File: src/rtl/mux8_deserializer.sv
// Lane-select deserializer: 1-bit beats with a lane index assemble a LANES-bit frame,
// double-buffered behind a valid/ready output. Optional MUX8_DESER_SEQ_CHECK_EN enforces in-order lanes.
module mux8_deserializer #(
    parameter int LANES = 8,
    parameter int SEL_W = 3,
    parameter int CNT_W = 8
) (
    input  logic             clk,
    input  logic             rst_n,
    input  logic             in_bit,
    input  logic [SEL_W-1:0] in_sel,
    input  logic             in_valid,
    output logic             in_ready,
    output logic [LANES-1:0] out_data,
    output logic             out_valid,
    input  logic             out_ready,
    output logic [CNT_W-1:0] frame_cnt,
    output logic             dup_err,
    output logic             range_err
`ifdef MUX8_DESER_SEQ_CHECK_EN
    ,
    output logic             seq_err
`endif
);

    typedef enum logic {FILL, HOLD} state_t;

    localparam logic [LANES-1:0] ONE  = {{(LANES-1){1'b0}}, 1'b1};
    localparam logic [LANES-1:0] FULL = '1;

    state_t             state_q, state_d;
    logic [LANES-1:0]   shadow_q, shadow_d;
    logic [LANES-1:0]   mask_q, mask_d;
    logic [LANES-1:0]   out_data_q, out_data_d;
    logic               out_valid_q, out_valid_d;
    logic [CNT_W-1:0]   frame_cnt_q, frame_cnt_d;
    logic               dup_err_q, dup_err_d;
    logic               range_err_q, range_err_d;
`ifdef MUX8_DESER_SEQ_CHECK_EN
    localparam logic [SEL_W-1:0] LAST_LANE = SEL_W'(LANES - 1);
    logic [SEL_W-1:0]   exp_q, exp_d;
    logic               seq_err_q, seq_err_d;
`endif

    logic               accept, take, slot_free, wr;
    logic [LANES-1:0]   lane, nshadow, nmask;

    assign accept    = in_valid & (state_q == FILL);
    assign take      = out_valid_q & out_ready;
    assign slot_free = ~out_valid_q | out_ready;
    assign lane      = ONE << in_sel;

    always_comb begin
        state_d     = state_q;
        shadow_d    = shadow_q;
        mask_d      = mask_q;
        out_data_d  = out_data_q;
        out_valid_d = out_valid_q;
        frame_cnt_d = frame_cnt_q;
        dup_err_d   = 1'b0;
        range_err_d = 1'b0;
        nshadow     = shadow_q;
        nmask       = mask_q;
        wr          = 1'b0;
`ifdef MUX8_DESER_SEQ_CHECK_EN
        exp_d       = exp_q;
        seq_err_d   = 1'b0;
`endif
        if (take) begin
            out_valid_d = 1'b0;
            frame_cnt_d = frame_cnt_q + CNT_W'(1);
        end
        if (state_q == FILL) begin
            if (accept) begin
                if (32'(in_sel) >= LANES) begin
                    range_err_d = 1'b1;
                end else begin
                    wr = 1'b1;
`ifdef MUX8_DESER_SEQ_CHECK_EN
                    if (in_sel != exp_q) begin
                        // Out-of-order beat restarts the frame; a lane-0 beat seeds the new one.
                        seq_err_d = 1'b1;
                        nshadow   = '0;
                        nmask     = '0;
                        exp_d     = '0;
                        if (in_sel == '0) begin
                            nshadow = in_bit ? ONE : '0;
                            nmask   = ONE;
                            exp_d   = SEL_W'(1);
                        end
                    end else begin
                        nshadow = in_bit ? (shadow_q | lane) : (shadow_q & ~lane);
                        nmask   = mask_q | lane;
                        exp_d   = (exp_q == LAST_LANE) ? '0 : exp_q + SEL_W'(1);
                    end
`else
                    dup_err_d = |(mask_q & lane);
                    nshadow   = in_bit ? (shadow_q | lane) : (shadow_q & ~lane);
                    nmask     = mask_q | lane;
`endif
                end
            end
            if (wr) begin
                if (nmask == FULL && slot_free) begin
                    out_data_d  = nshadow;
                    out_valid_d = 1'b1;
                    shadow_d    = '0;
                    mask_d      = '0;
                end else begin
                    shadow_d = nshadow;
                    mask_d   = nmask;
                    if (nmask == FULL) state_d = HOLD;
                end
            end
        end else if (slot_free) begin
            out_data_d  = shadow_q;
            out_valid_d = 1'b1;
            shadow_d    = '0;
            mask_d      = '0;
            state_d     = FILL;
        end
    end

    always_ff @(posedge clk) begin
        if (!rst_n) begin
            state_q     <= FILL;
            shadow_q    <= '0;
            mask_q      <= '0;
            out_data_q  <= '0;
            out_valid_q <= 1'b0;
            frame_cnt_q <= '0;
            dup_err_q   <= 1'b0;
            range_err_q <= 1'b0;
`ifdef MUX8_DESER_SEQ_CHECK_EN
            exp_q       <= '0;
            seq_err_q   <= 1'b0;
`endif
        end else begin
            state_q     <= state_d;
            shadow_q    <= shadow_d;
            mask_q      <= mask_d;
            out_data_q  <= out_data_d;
            out_valid_q <= out_valid_d;
            frame_cnt_q <= frame_cnt_d;
            dup_err_q   <= dup_err_d;
            range_err_q <= range_err_d;
`ifdef MUX8_DESER_SEQ_CHECK_EN
            exp_q       <= exp_d;
            seq_err_q   <= seq_err_d;
`endif
        end
    end

    assign in_ready  = (state_q == FILL);
    assign out_data  = out_data_q;
    assign out_valid = out_valid_q;
    assign frame_cnt = frame_cnt_q;
    assign dup_err   = dup_err_q;
    assign range_err = range_err_q;
`ifdef MUX8_DESER_SEQ_CHECK_EN
    assign seq_err   = seq_err_q;
`endif

endmodule
File: config.mk
export PLATFORM = sky130hd
export DESIGN_NAME = mux8_deserializer
export DESIGN_NICKNAME = d
export VERILOG_FILES = /design/src/rtl/mux8_deserializer.sv
export SDC_FILE = /design/constraint.sdc
export NUM_CORES = 1
export LEC_CHECK = 0
export CAP_MARGIN = 15
export CORE_ASPECT_RATIO = 1.2
export CORE_MARGIN = 2
export CORE_UTILIZATION = 53
export DETAILED_ROUTE_END_ITERATION = 8
export PLACE_DENSITY = 0.83
export SETUP_SLACK_MARGIN = 0.3
export SKIP_CTS_REPAIR_TIMING = 1
export SYNTH_ARGS = -nofsm -noshare
export SYNTH_HDL_FRONTEND = slang
export SYNTH_SLANG_ARGS = --single-unit
File: constraint.sdc
create_clock -name clk -period 2.9 [get_ports clk]
set_clock_uncertainty 0.05 [all_clocks]
set_input_delay 0.58 -clock clk [delete_from_list [all_inputs] [get_ports clk]]
set_output_delay 0.58 -clock clk [all_outputs]
set_load 0.02 [all_outputs]
==> results of run 1 <==
-- sequential cells by signal, summed over array words and instances (netlist names) --
| name | cells |
|---|---|
| state_q | 1 |
| out_valid | 1 |
| frame_cnt | 8 |
| shadow_q | 8 |
| dup_err | 1 |
| out_data | 8 |
| mask_q | 8 |
-- metal layers --
metal	part of all wire, %	vias to the layer above
met5	0	-
met1	44	742
li1	-	798
met3	3.4	18
met4	4.2	0
met2	48	39
-- Yosys cell counts, types with 2 or more instances --
cell type / number / share of area, %
and3_1: 3 / 1.0
dfxtp_1: 35 / 39
nor2b_1: 15 / 5.2
a21oi_1: 10 / 2.8
nand3_1: 12 / 3.3
inv_1: 6 / 1.2
mux2_2: 3 / 1.9
a32o_1: 8 / 4.4
nand4_1: 2 / 0.69
nand2_1: 15 / 3.1
buf_2: 3 / 0.83
buf_4: 2 / 0.83
xnor2_1: 6 / 2.9
and2_1: 9 / 3.1
o211a_1: 8 / 4.4
a21boi_0: 2 / 0.83
a22oi_1: 7 / 2.9
a31oi_1: 3 / 1.0
nand3b_1: 2 / 0.83
nand2b_1: 4 / 1.4
clkbuf_1: 10 / 2.1
nor2_1: 5 / 1.0
o21ai_0: 5 / 1.4
-- logic make-up (layout without fill, tap and decap cells) --
family | count (synthesis) | after routing | synth area share (%)
AOI/OAI and AO/OA | 57 | 57 | 25.0
xor gates and xnor gates | 6 | 6 | 2.91
adders and majority gates | 1 | 1 | 0.693
buffers and inverters | 21 | 54 | 4.99
DFF | 35 | 35 | 38.8
muxes | 4 | 4 | 2.43
other | 1 | 1 | 0.208
and+or+nand+nor | 76 | 76 | 25.0
-- worst paths after layout --
check / cells after the start / end / slack, ns
max: 8 / out_data[2] / 0.40
min reg2reg: 1 / out_data[4] / 0.45
max reg2reg: 9 / shadow_q[3] / 0.72
min: 1 / out_data[4] / 0.45
-- area by class of cell --
type	instances	area share (%)
multi-input cells	145	45.5
flip-flops and latches	35	30.8
repair buffers	40	16.9
clock buffers	6	3.19
well taps	37	2.03
inverters	6	0.990
clock inverters	2	0.550
-- report_power, final --
part / switching (W) / internal (W) / total (W)
combinational: 0.0000470 / 0.0000389 / 0.0000858
clock: 0.000172 / 0.000168 / 0.000339
sequential: 0.00000549 / 0.000487 / 0.000492
total: 0.000224 / 0.000693 / 0.000917
-- stage by stage --
| stage | std cells | instance area, um2 | power [W] |
|---|---|---|---|
| CTS | 271 | 2250 | 0.000917 |
| global placement | 263 | 2160 | 0.000584 |
| global route | 271 | 2280 | 0.000950 |
| floorplan | 201 | 1800 | 0.000553 |
| detailed placement | 263 | 2160 | 0.000587 |
| finish | 271 | 2280 | 0.000917 |
-- placed cells by master (no fill, tap or decap), drive strengths merged, types with 2 or more instances in the layout --
master,netlist,layout
a21oi,10,10
nand3b,2,2
inv,6,6
dfxtp,35,35
clkbuf,10,6
nand4,2,2
o21ai,6,6
a21boi,3,3
and2,10,10
xnor2,6,6
a22oi,7,7
and3,3,3
nor2,5,5
nor2b,15,15
nand3,12,12
mux2,3,3
buf,5,14
nor3b,2,2
nand2,15,15
dlymetal6s2s,0,3
clkdlybuf4s50,0,23
o211a,8,8
a31oi,4,4
a32o,8,8
nand2b,4,4
-- worst max-delay path: stages --
cell	delay, ns
clkdlybuf4s50_1	0.57
and4bb_1	0.27
a31o_1	0.22
o221a_2	0.33
a41o_1	0.29
buf_12	0.15
o211ai_1	0.10
o211a_1	0.17
==> reports/metrics.json, run 1 <==
{
  "criticalPathCategory": {"value": "in2reg"},
  "clockRootBuffer": {"value": "clkbuf_8"},
  "port_buffers": {"value": 26},
  "area.growth.synth_to_final": {"value": 26.1, "unit": "%"},
  "setup_viol": {"value": 0},
  "grtUsageTotal": {"value": 22.7, "unit": "%"},
  "globalRouteMet2Util": {"value": 37.6, "unit": "%"},
  "period_needed": {"value": 2.50, "unit": "ns"},
  "cts_buffers": {"value": 5},
  "dr.pass1.iters": {"value": 4},
  "rsz0062_at_grt": {"value": "true"},
  "path_clk_slew": {"value": 0.07, "unit": "ns"},
  "final_core_util": {"value": 68.8, "unit": "%"},
  "cts_max_path_buffers": {"value": 2},
  "static-leakage-power": {"value": 0.930, "unit": "nW"},
  "die_h": {"value": 67.9, "unit": "um"},
  "worst-endpoint-arrival": {"value": 2.69, "unit": "ns"},
  "fin_crit_sh": {"value": 86.2, "unit": "%"},
  "maxCapViolCount": {"value": 0},
  "fmaxAchievable": {"value": 0.400, "unit": "GHz"},
  "syn-num-nets": {"value": 210},
  "ys_ff_latch": {"value": 35},
  "row_count": {"value": 23},
  "fill_cells": {"value": 257},
  "min-delay-start": {"value": "out_data[4]"},
  "worstPathMaxFanout": {"value": 16},
  "synth-edff-count": {"value": 0},
  "globalRoute.busiestLayer": {"value": "met2"},
  "route.detailed.wl_per_inst": {"value": 14.8, "unit": "um"},
  "drtAntennaViolNets": {"value": 0},
  "regToRegStartpoint": {"value": "state_q"},
  "synthesis.instances": {"value": 201},
  "floorplan.die.width": {"value": 57.3, "unit": "um"},
  "met1_usage": {"value": 27.8, "unit": "%"},
  "mappedNetlistArea": {"value": 1800, "unit": "um2"},
  "vias": {"value": 1597},
  "detail_route.drc_violations": {"value": 0},
  "part_of_the_yosys_area_used_for_sequential_elements": {"value": 38.8, "unit": "%"},
  "dp_slack": {"value": 0.0497, "unit": "ns"},
  "distinct_cells_synth": {"value": 49},
  "pin_count_of_the_biggest_net_entering_global_routing": {"value": 36},
  "crit_path_start": {"value": "in_sel[1]"},
  "fp.dieArea": {"value": 3890, "unit": "um2"},
  "io_pins": {"value": 28},
  "worst_margin_pin_slew": {"value": 0.495, "unit": "ns"},
  "syn-mean-instance-area": {"value": 8.98, "unit": "um2"},
  "initial_utilization": {"value": 54.5, "unit": "%"},
  "regArea": {"value": 701, "unit": "um2"},
  "n_antenna_cell": {"value": 0},
  "tritoncts_clock_tree": {"value": "built"},
  "routed_wirelength": {"value": 4020, "unit": "um"},
  "min-delay-path-class": {"value": "reg2reg"},
  "outcome": {"value": "complete, no violations"},
  "antenna_found_initial": {"value": 0},
  "grt-ovfl-total": {"value": 0},
  "detailedRoute.firstIterationViolations": {"value": 61},
  "slew_headroom": {"value": 66.7, "unit": "%"},
  "end_kind": {"value": "register"},
  "critPathRequiredTime": {"value": 3.09, "unit": "ns"},
  "globalRouteMet3Util": {"value": 4.54, "unit": "%"},
  "timing_hold_violations_final": {"value": 0},
  "final.hold.worst_slack": {"value": 0.449, "unit": "ns"},
  "ys_async_sr_fraction": {"value": 0, "unit": "%"},
  "first_global_vias": {"value": 1514},
  "totalNegativeSetupSlack": {"value": 0, "unit": "ns"},
  "detail_route.vias_per_cell": {"value": 5.89},
  "h_tree_depth": {"value": 2},
  "yosys_most_used_dff": {"value": "dfxtp_1"},
  "numClockSinks": {"value": 35},
  "worstSetupStartpointType": {"value": "primary input"},
  "worstSkewPairLatency": {"value": 0.29, "unit": "ns"},
  "hpwl_reported_at_the_end_of_detailed_placement": {"value": 2910, "unit": "um"},
  "core_area": {"value": 3310, "unit": "um2"},
  "multiInputGateArea": {"value": 1040, "unit": "um2"},
  "vdd.ir_drop.worst": {"value": 0.320, "unit": "mV"},
  "post_route_cells_drive_above_1_share": {"value": 12.8, "unit": "%"},
  "nNetsFinal": {"value": 242},
  "ys.warnings.count": {"value": 0},
  "drv_slew": {"value": 0},
  "final_estimated_routing_congestion_in_global_placement": {"value": 0.920},
  "pwr_density_cell": {"value": 403, "unit": "nW/um2"},
  "final_critical_path_setup_slack": {"value": 0.400, "unit": "ns"},
  "grt_first_pass_wirelength": {"value": 6770, "unit": "um"}
}
Note: power is estimated with default switching activity, not from simulation.
==> run 2: changes to the inputs <==
==> constraint.sdc (replaced) <==
create_clock -name clk -period 2.6 [get_ports clk]
set_clock_uncertainty 0.05 [all_clocks]
set_input_delay 0.52 -clock clk [delete_from_list [all_inputs] [get_ports clk]]
set_output_delay 0.52 -clock clk [all_outputs]
set_load 0.02 [all_outputs]
==> reports/metrics.json, run 2 (same netlist as run 1, synthesis figures left out) <==
{
  "vias": {"value": 1652, "change": "+3.4%"},
  "max_stage_delay": {"value": 0.42, "unit": "ns", "change": "-0.15 ns"},
  "hpwl_reported_at_the_end_of_detailed_placement": {"value": 2940, "unit": "um", "change": "+1.3%"},
  "area.growth.synth_to_final": {"value": 32.5, "unit": "%"},
  "totalNegativeSetupSlack": {"value": 0, "unit": "ns", "change": "unchanged"},
  "setup_viol": {"value": 0, "change": "unchanged"},
  "core_area": {"value": 3310, "unit": "um2", "change": "unchanged"},
  "cpMostUsedCell": {"value": "buf_4"},
  "static-leakage-power": {"value": 1.02, "unit": "nW", "change": "+9.5%"},
  "dp_slack": {"value": -0.202, "unit": "ns", "change": "-0.251 ns"},
  "post_route_cells_drive_above_1_share": {"value": 18.2, "unit": "%", "change": "+5.4 points"},
  "floorplan.die.width": {"value": 57.3, "unit": "um", "change": "unchanged"},
  "initial_utilization": {"value": 54.5, "unit": "%", "change": "unchanged"},
  "worst_hold_path.num_cells": {"value": 1, "change": "unchanged"},
  "detail_route.vias_per_cell": {"value": 5.82, "change": "-1.3%"},
  "route.detailed.wl_per_inst": {"value": 14.7, "unit": "um", "change": "-0.73%"},
  "drtAntennaViolNets": {"value": 0, "change": "unchanged"},
  "worstPathMaxFanout": {"value": 16, "change": "unchanged"},
  "row_count": {"value": 23, "change": "unchanged"},
  "critPathRequiredTime": {"value": 2.74, "unit": "ns", "change": "-0.35 ns"},
  "cp_num_buf_inv": {"value": 3, "change": "+1"},
  "fp.dieArea": {"value": 3890, "unit": "um2", "change": "unchanged"},
  "pin_count_of_the_biggest_net_entering_global_routing": {"value": 36, "change": "unchanged"},
  "end_kind": {"value": "register"},
  "final.hold.worst_slack": {"value": 0.450, "unit": "ns", "change": "+0.000149 ns"},
  "n_antenna_cell": {"value": 0, "change": "unchanged"},
  "vdd.ir_drop.worst": {"value": 0.441, "unit": "mV", "change": "+38%"},
  "total_power": {"value": 0.00106, "unit": "W", "change": "+16%"},
  "worstSkewPairLatency": {"value": 0.29, "unit": "ns", "change": "about the same"},
  "detailedRoute.firstIterationViolations": {"value": 66, "change": "+8.2%"},
  "cts_max_path_buffers": {"value": 2, "change": "unchanged"},
  "finalInstanceArea": {"value": 2390, "unit": "um2", "change": "+5.1%"},
  "drv_slew": {"value": 0, "change": "unchanged"},
  "fill_cells": {"value": 241, "change": "-6.2%"},
  "postPlaceCellArea": {"value": 2240, "unit": "um2", "change": "+3.8%"},
  "maxCapViolCount": {"value": 0, "change": "unchanged"},
  "cts_buffers": {"value": 5, "change": "unchanged"},
  "top_library_cells_by_usage_in_the_layout_fill_and_taps_aside": {"value": "dfxtp_1, buf_4, clkdlybuf4s50_1, nor2b_1, nand2_1"},
  "setup.reg_to_reg.worst_slack": {"value": 0.42, "unit": "ns", "change": "-0.30 ns"},
  "numClockSinks": {"value": 35, "change": "unchanged"},
  "nNetsFinal": {"value": 255, "change": "+5.4%"},
  "total_number_of_cells_along_the_worst_setup_path": {"value": 9, "change": "+1"},
  "grtUsageTotal": {"value": 23.5, "unit": "%", "change": "+0.73 points"},
  "pwr_density_cell": {"value": 444, "unit": "nW/um2", "change": "+10%"},
  "dr.pass1.iters": {"value": 4, "change": "unchanged"},
  "port_buffers": {"value": 26, "change": "unchanged"},
  "antenna_found_initial": {"value": 0, "change": "unchanged"},
  "r2r_cells": {"value": 9, "change": "unchanged"},
  "period_needed": {"value": 2.18, "unit": "ns"},
  "path_clk_slew": {"value": 0.08, "unit": "ns", "change": "about the same"},
  "detail_route.drc_violations": {"value": 0, "change": "unchanged"},
  "criticalPathCategory": {"value": "reg2reg"},
  "min-delay-path-class": {"value": "reg2reg"},
  "clockRootBuffer": {"value": "clkbuf_8"},
  "final_critical_path_setup_slack": {"value": 0.415, "unit": "ns", "change": "+0.0152 ns"},
  "regArea": {"value": 701, "unit": "um2", "change": "unchanged"},
  "die_h": {"value": 67.9, "unit": "um", "change": "unchanged"},
  "grt-ovfl-total": {"value": 0, "change": "unchanged"},
  "worst-endpoint-arrival": {"value": 2.33, "unit": "ns", "change": "-0.36 ns"},
  "final_estimated_routing_congestion_in_global_placement": {"value": 0.896, "change": "-2.6%"},
  "fmaxAchievable": {"value": 0.458, "unit": "GHz"},
  "timing_hold_violations_final": {"value": 0, "change": "unchanged"},
  "grt_first_pass_wirelength": {"value": 7040, "unit": "um", "change": "+4.1%"},
  "routed_wirelength": {"value": 4180, "unit": "um", "change": "+4.0%"},
  "io_pins": {"value": 28, "change": "unchanged"},
  "multiInputGateArea": {"value": 1040, "unit": "um2", "change": "+0.72%"},
  "h_tree_depth": {"value": 2, "change": "unchanged"},
  "worstSetupStartpointType": {"value": "register"},
  "first_global_vias": {"value": 1530, "change": "+1.1%"},
  "timing.critical_path.max_delay_family": {"value": "simple AND/OR/NAND/NOR gates"},
  "outcome": {"value": "complete, no violations"},
  "rsz0062_at_grt": {"value": "false"},
  "fin_crit_sh": {"value": 84.0, "unit": "%"},
  "critical_path.cell_chain": {"value": "and3b_1 -> buf_4 -> a21oi_1 -> nor4_4 -> buf_4 -> a41o_1 -> buf_12 -> o211ai_1 -> o211a_1"},
  "tritoncts_clock_tree": {"value": "built"},
  "final_common_cell": {"value": "dfxtp_1"},
  "crit_slowest_cell": {"value": "dfxtp_1"}
}
-- run 2: worst reg2reg max path: stages, from the launching register on --
cell and delay, ns:
dfxtp_1 0.42, and3b_1 0.29, buf_4 0.12, a21oi_1 0.09, nor4_4 0.37, buf_4 0.17
a41o_1 0.21, buf_12 0.15, o211ai_1 0.10, o211a_1 0.13
-- run 2: where the power goes --
part | switching, W | leakage (nW) | internal (W) | total (W)
Clock | 0.000214 | 0.0408 | 0.000191 | 0.000405
Sequential | 0.00000596 | 0.283 | 0.000542 | 0.000548
Combinational | 0.0000553 | 0.695 | 0.0000523 | 0.000108
-- run 2: through the flow --
stage                     cells  util (%)
after global routing        284      72.2
after CTS                   282      70.6
after global placement      274      67.8
after floorplan             201         -
final                       284      72.2
after detailed placement    274      67.8
-- run 2: final cells by class --
cell class / count / area share, %
multi-input cells: 145 / 43.6
flip-flops and latches: 35 / 29.3
repair buffers: 53 / 20.3
clock buffers: 5 / 2.88
well taps: 37 / 1.94
clock inverters: 3 / 0.994
inverters: 6 / 0.942
-- run 2: per-layer routing --
layer | vias up | global-route usage (%) | part of all wire [%]
met5 | - | 0 | 0
met4 | 0 | 5.52 | 1.0
met3 | 5 | 6.24 | 4.3
met2 | 40 | 42.5 | 52
met1 | 786 | 27.8 | 42
li1 | 821 | - | -
-- run 2: path summary, 6_finish.rpt --
check	startpoint	to
setup / recovery	state_q	out_data[2]
hold / removal	out_data[4]	out_data[4]
setup reg to reg	state_q	out_data[2]
hold reg to reg	out_data[4]	out_data[4]
==> run 3: changes to the inputs <==
--- a/config.mk
+++ b/config.mk
@@ -8,9 +8,9 @@
 export CAP_MARGIN = 15
 export CORE_ASPECT_RATIO = 1.2
 export CORE_MARGIN = 2
-export CORE_UTILIZATION = 53
+export CORE_UTILIZATION = 48
 export DETAILED_ROUTE_END_ITERATION = 8
-export PLACE_DENSITY = 0.83
+export PLACE_DENSITY = 0.79
 export SETUP_SLACK_MARGIN = 0.3
 export SKIP_CTS_REPAIR_TIMING = 1
 export SYNTH_ARGS = -nofsm -noshare
==> constraint.sdc (replaced) <==
create_clock -name clk -period 2 [get_ports clk]
set_clock_uncertainty 0.05 [all_clocks]
set_input_delay 0.4 -clock clk [delete_from_list [all_inputs] [get_ports clk]]
set_output_delay 0.4 -clock clk [all_outputs]
set_load 0.02 [all_outputs]
==> reports/metrics.json, run 3 (same netlist as run 1, synthesis figures left out) <==
{
  "fp.dieArea": {"value": 4270, "unit": "um2", "change": "+9.7%"},
  "min-delay-path-class": {"value": "reg2reg"},
  "h_tree_depth": {"value": 2, "change": "unchanged"},
  "setup_viol": {"value": 0, "change": "unchanged"},
  "pwr_density_cell": {"value": 518, "unit": "nW/um2", "change": "+17%"},
  "period_needed": {"value": 1.98, "unit": "ns", "change": "-0.201 ns"},
  "regArea": {"value": 704, "unit": "um2", "change": "+0.54%"},
  "detail_route.drc_violations": {"value": 0, "change": "unchanged"},
  "grt-ovfl-total": {"value": 0, "change": "unchanged"},
  "numPlacedInstances": {"value": 305, "change": "+11%"},
  "initial_utilization": {"value": 49.7, "unit": "%", "change": "-4.9 points"},
  "port_buffers": {"value": 26, "change": "unchanged"},
  "worstPathMaxFanout": {"value": 10, "change": "-6"},
  "total_power": {"value": 0.00137, "unit": "W", "change": "+29%"},
  "worstSetupStartpointType": {"value": "register"},
  "floorplan.die.width": {"value": 60.0, "unit": "um", "change": "+4.7%"},
  "n_antenna_cell": {"value": 0, "change": "unchanged"},
  "static-leakage-power": {"value": 1.43, "unit": "nW", "change": "+40%"},
  "pin_count_of_the_biggest_net_entering_global_routing": {"value": 36, "change": "unchanged"},
  "rsz0062_at_grt": {"value": "true"},
  "final_common_cell": {"value": "buf_4"},
  "maxCapViolCount": {"value": 0, "change": "unchanged"},
  "detailedRoute.firstIterationViolations": {"value": 63, "change": "-4.5%"},
  "timing_hold_violations_final": {"value": 0, "change": "unchanged"},
  "dr.pass1.iters": {"value": 4, "change": "unchanged"},
  "outcome": {"value": "complete, no violations"},
  "area.growth.synth_to_final": {"value": 47.0, "unit": "%"},
  "crit_slowest_cell": {"value": "dfxtp_4"},
  "antenna_found_initial": {"value": 0, "change": "unchanged"},
  "postPlaceCellArea": {"value": 2410, "unit": "um2", "change": "+7.3%"},
  "io_pins": {"value": 28, "change": "unchanged"},
  "row_count": {"value": 24, "change": "+4.3%"},
  "worst-endpoint-arrival": {"value": 2.12, "unit": "ns", "change": "-0.21 ns"},
  "fmaxAchievable": {"value": 0.504, "unit": "GHz", "change": "+10%"},
  "end_kind": {"value": "register"},
  "die_h": {"value": 71.2, "unit": "um", "change": "+4.8%"},
  "worstSkewPairLatency": {"value": 0.29, "unit": "ns", "change": "about the same"},
  "critical_path.cell_chain": {"value": "and3b_2 -> a31oi_4 -> nor4_4 -> buf_4 -> a41o_1 -> buf_12 -> o211ai_1 -> o211a_1"},
  "core_area": {"value": 3630, "unit": "um2", "change": "+9.8%"},
  "numClockSinks": {"value": 35, "change": "unchanged"},
  "dp_slack": {"value": -0.699, "unit": "ns", "change": "-0.497 ns"},
  "drtAntennaViolNets": {"value": 0, "change": "unchanged"},
  "max_stage_delay": {"value": 0.37, "unit": "ns", "change": "-0.05 ns"},
  "final_estimated_routing_congestion_in_global_placement": {"value": 0.881, "change": "-1.7%"},
  "post_route_cells_drive_above_1_share": {"value": 28.0, "unit": "%", "change": "+9.8 points"},
  "clockRootBuffer": {"value": "clkbuf_8"},
  "grtUsageTotal": {"value": 23.9, "unit": "%", "change": "+0.44 points"},
  "multiInputGateArea": {"value": 1100, "unit": "um2", "change": "+5.4%"},
  "routed_wirelength": {"value": 4610, "unit": "um", "change": "+10%"},
  "route.detailed.wl_per_inst": {"value": 14.6, "unit": "um", "change": "-0.97%"},
  "drv_slew": {"value": 0, "change": "unchanged"},
  "totalNegativeSetupSlack": {"value": 0, "unit": "ns", "change": "unchanged"},
  "fin_crit_sh": {"value": 99.2, "unit": "%", "change": "+15 points"},
  "hpwl_reported_at_the_end_of_detailed_placement": {"value": 3100, "unit": "um", "change": "+5.3%"},
  "first_global_vias": {"value": 1781, "change": "+16%"},
  "cp_num_buf_inv": {"value": 2, "change": "-1"},
  "grt_first_pass_wirelength": {"value": 7730, "unit": "um", "change": "+9.8%"},
  "timing.critical_path.max_delay_family": {"value": "simple AND/OR/NAND/NOR gates"},
  "vdd.ir_drop.worst": {"value": 0.476, "unit": "mV", "change": "+7.8%"},
  "finalInstanceArea": {"value": 2650, "unit": "um2", "change": "+11%"},
  "top_library_cells_by_usage_in_the_layout_fill_and_taps_aside": {"value": "buf_4, dfxtp_1, dlymetal6s2s_1, nor2b_1, nand2_1"},
  "finalNonFillerCells": {"value": 316, "change": "+11%"},
  "criticalPathCategory": {"value": "reg2reg"},
  "nNetsFinal": {"value": 272, "change": "+6.7%"},
  "vias": {"value": 1726, "change": "+4.5%"},
  "detail_route.vias_per_cell": {"value": 5.46, "change": "-6.1%"},
  "path_clk_slew": {"value": 0.07, "unit": "ns", "change": "about the same"},
  "cts_max_path_buffers": {"value": 2, "change": "unchanged"},
  "critPathRequiredTime": {"value": 2.14, "unit": "ns", "change": "-0.60 ns"},
  "tritoncts_clock_tree": {"value": "built"},
  "cts_buffers": {"value": 5, "change": "unchanged"},
  "fill_cells": {"value": 265, "change": "+10%"},
  "final_critical_path_setup_slack": {"value": 0.0165, "unit": "ns", "change": "-0.399 ns"}
}
## run 3: area by class of cell
class	instances	share of cell area, %
clock inverter	2	0.472
tap	52	2.45
clock buffer	6	2.74
sequential	35	26.6
timing repair buffer	70	25.5
multi-input combinational	145	41.5
inverter	6	0.849
## run 3: power breakdown
| part | internal [W] | switching [W] | total [W] |
|---|---|---|---|
| Combinational | 0.0000783 | 0.0000787 | 0.000157 |
| Sequential | 0.000704 | 0.00000842 | 0.000713 |
| Clock | 0.000243 | 0.000261 | 0.000504 |
## run 3: metal layers
metal  global-route usage [%]  routed length (um)  vias to the layer above
met5                        0                   0                        -
met4                     12.1                  87                        0
met3                     3.47                 156                        9
met2                     41.4                2380                       39
met1                     27.7                1980                      821
li1                         -                   -                      857
## run 3: worst paths after layout
path	to	startpoint	cells after the start	slack [ns]
max reg2reg	out_data[2]	state_q	8	0.02
min	out_data[1]	out_data[1]	1	0.45
min reg2reg	out_data[1]	out_data[1]	1	0.45
max	out_data[2]	state_q	8	0.02
## run 3: metrics by stage
| stage | util (%) | hold WS (ns) |
|---|---|---|
| after floorplan | - | 0.442 |
| after global placement | 66.3 | 0.434 |
| after detailed placement | 66.3 | 0.439 |
| final | 73.0 | 0.449 |
| after global routing | 73.0 | 0.470 |
| after CTS | 68.6 | 0.458 |
## run 3: worst reg2reg max path: stages, from the launching register on
cell	delay, ns
dfxtp_4	0.37
and3b_2	0.30
a31oi_4	0.10
nor4_4	0.29
buf_4	0.17
a41o_1	0.23
buf_12	0.14
o211ai_1	0.10
o211a_1	0.13
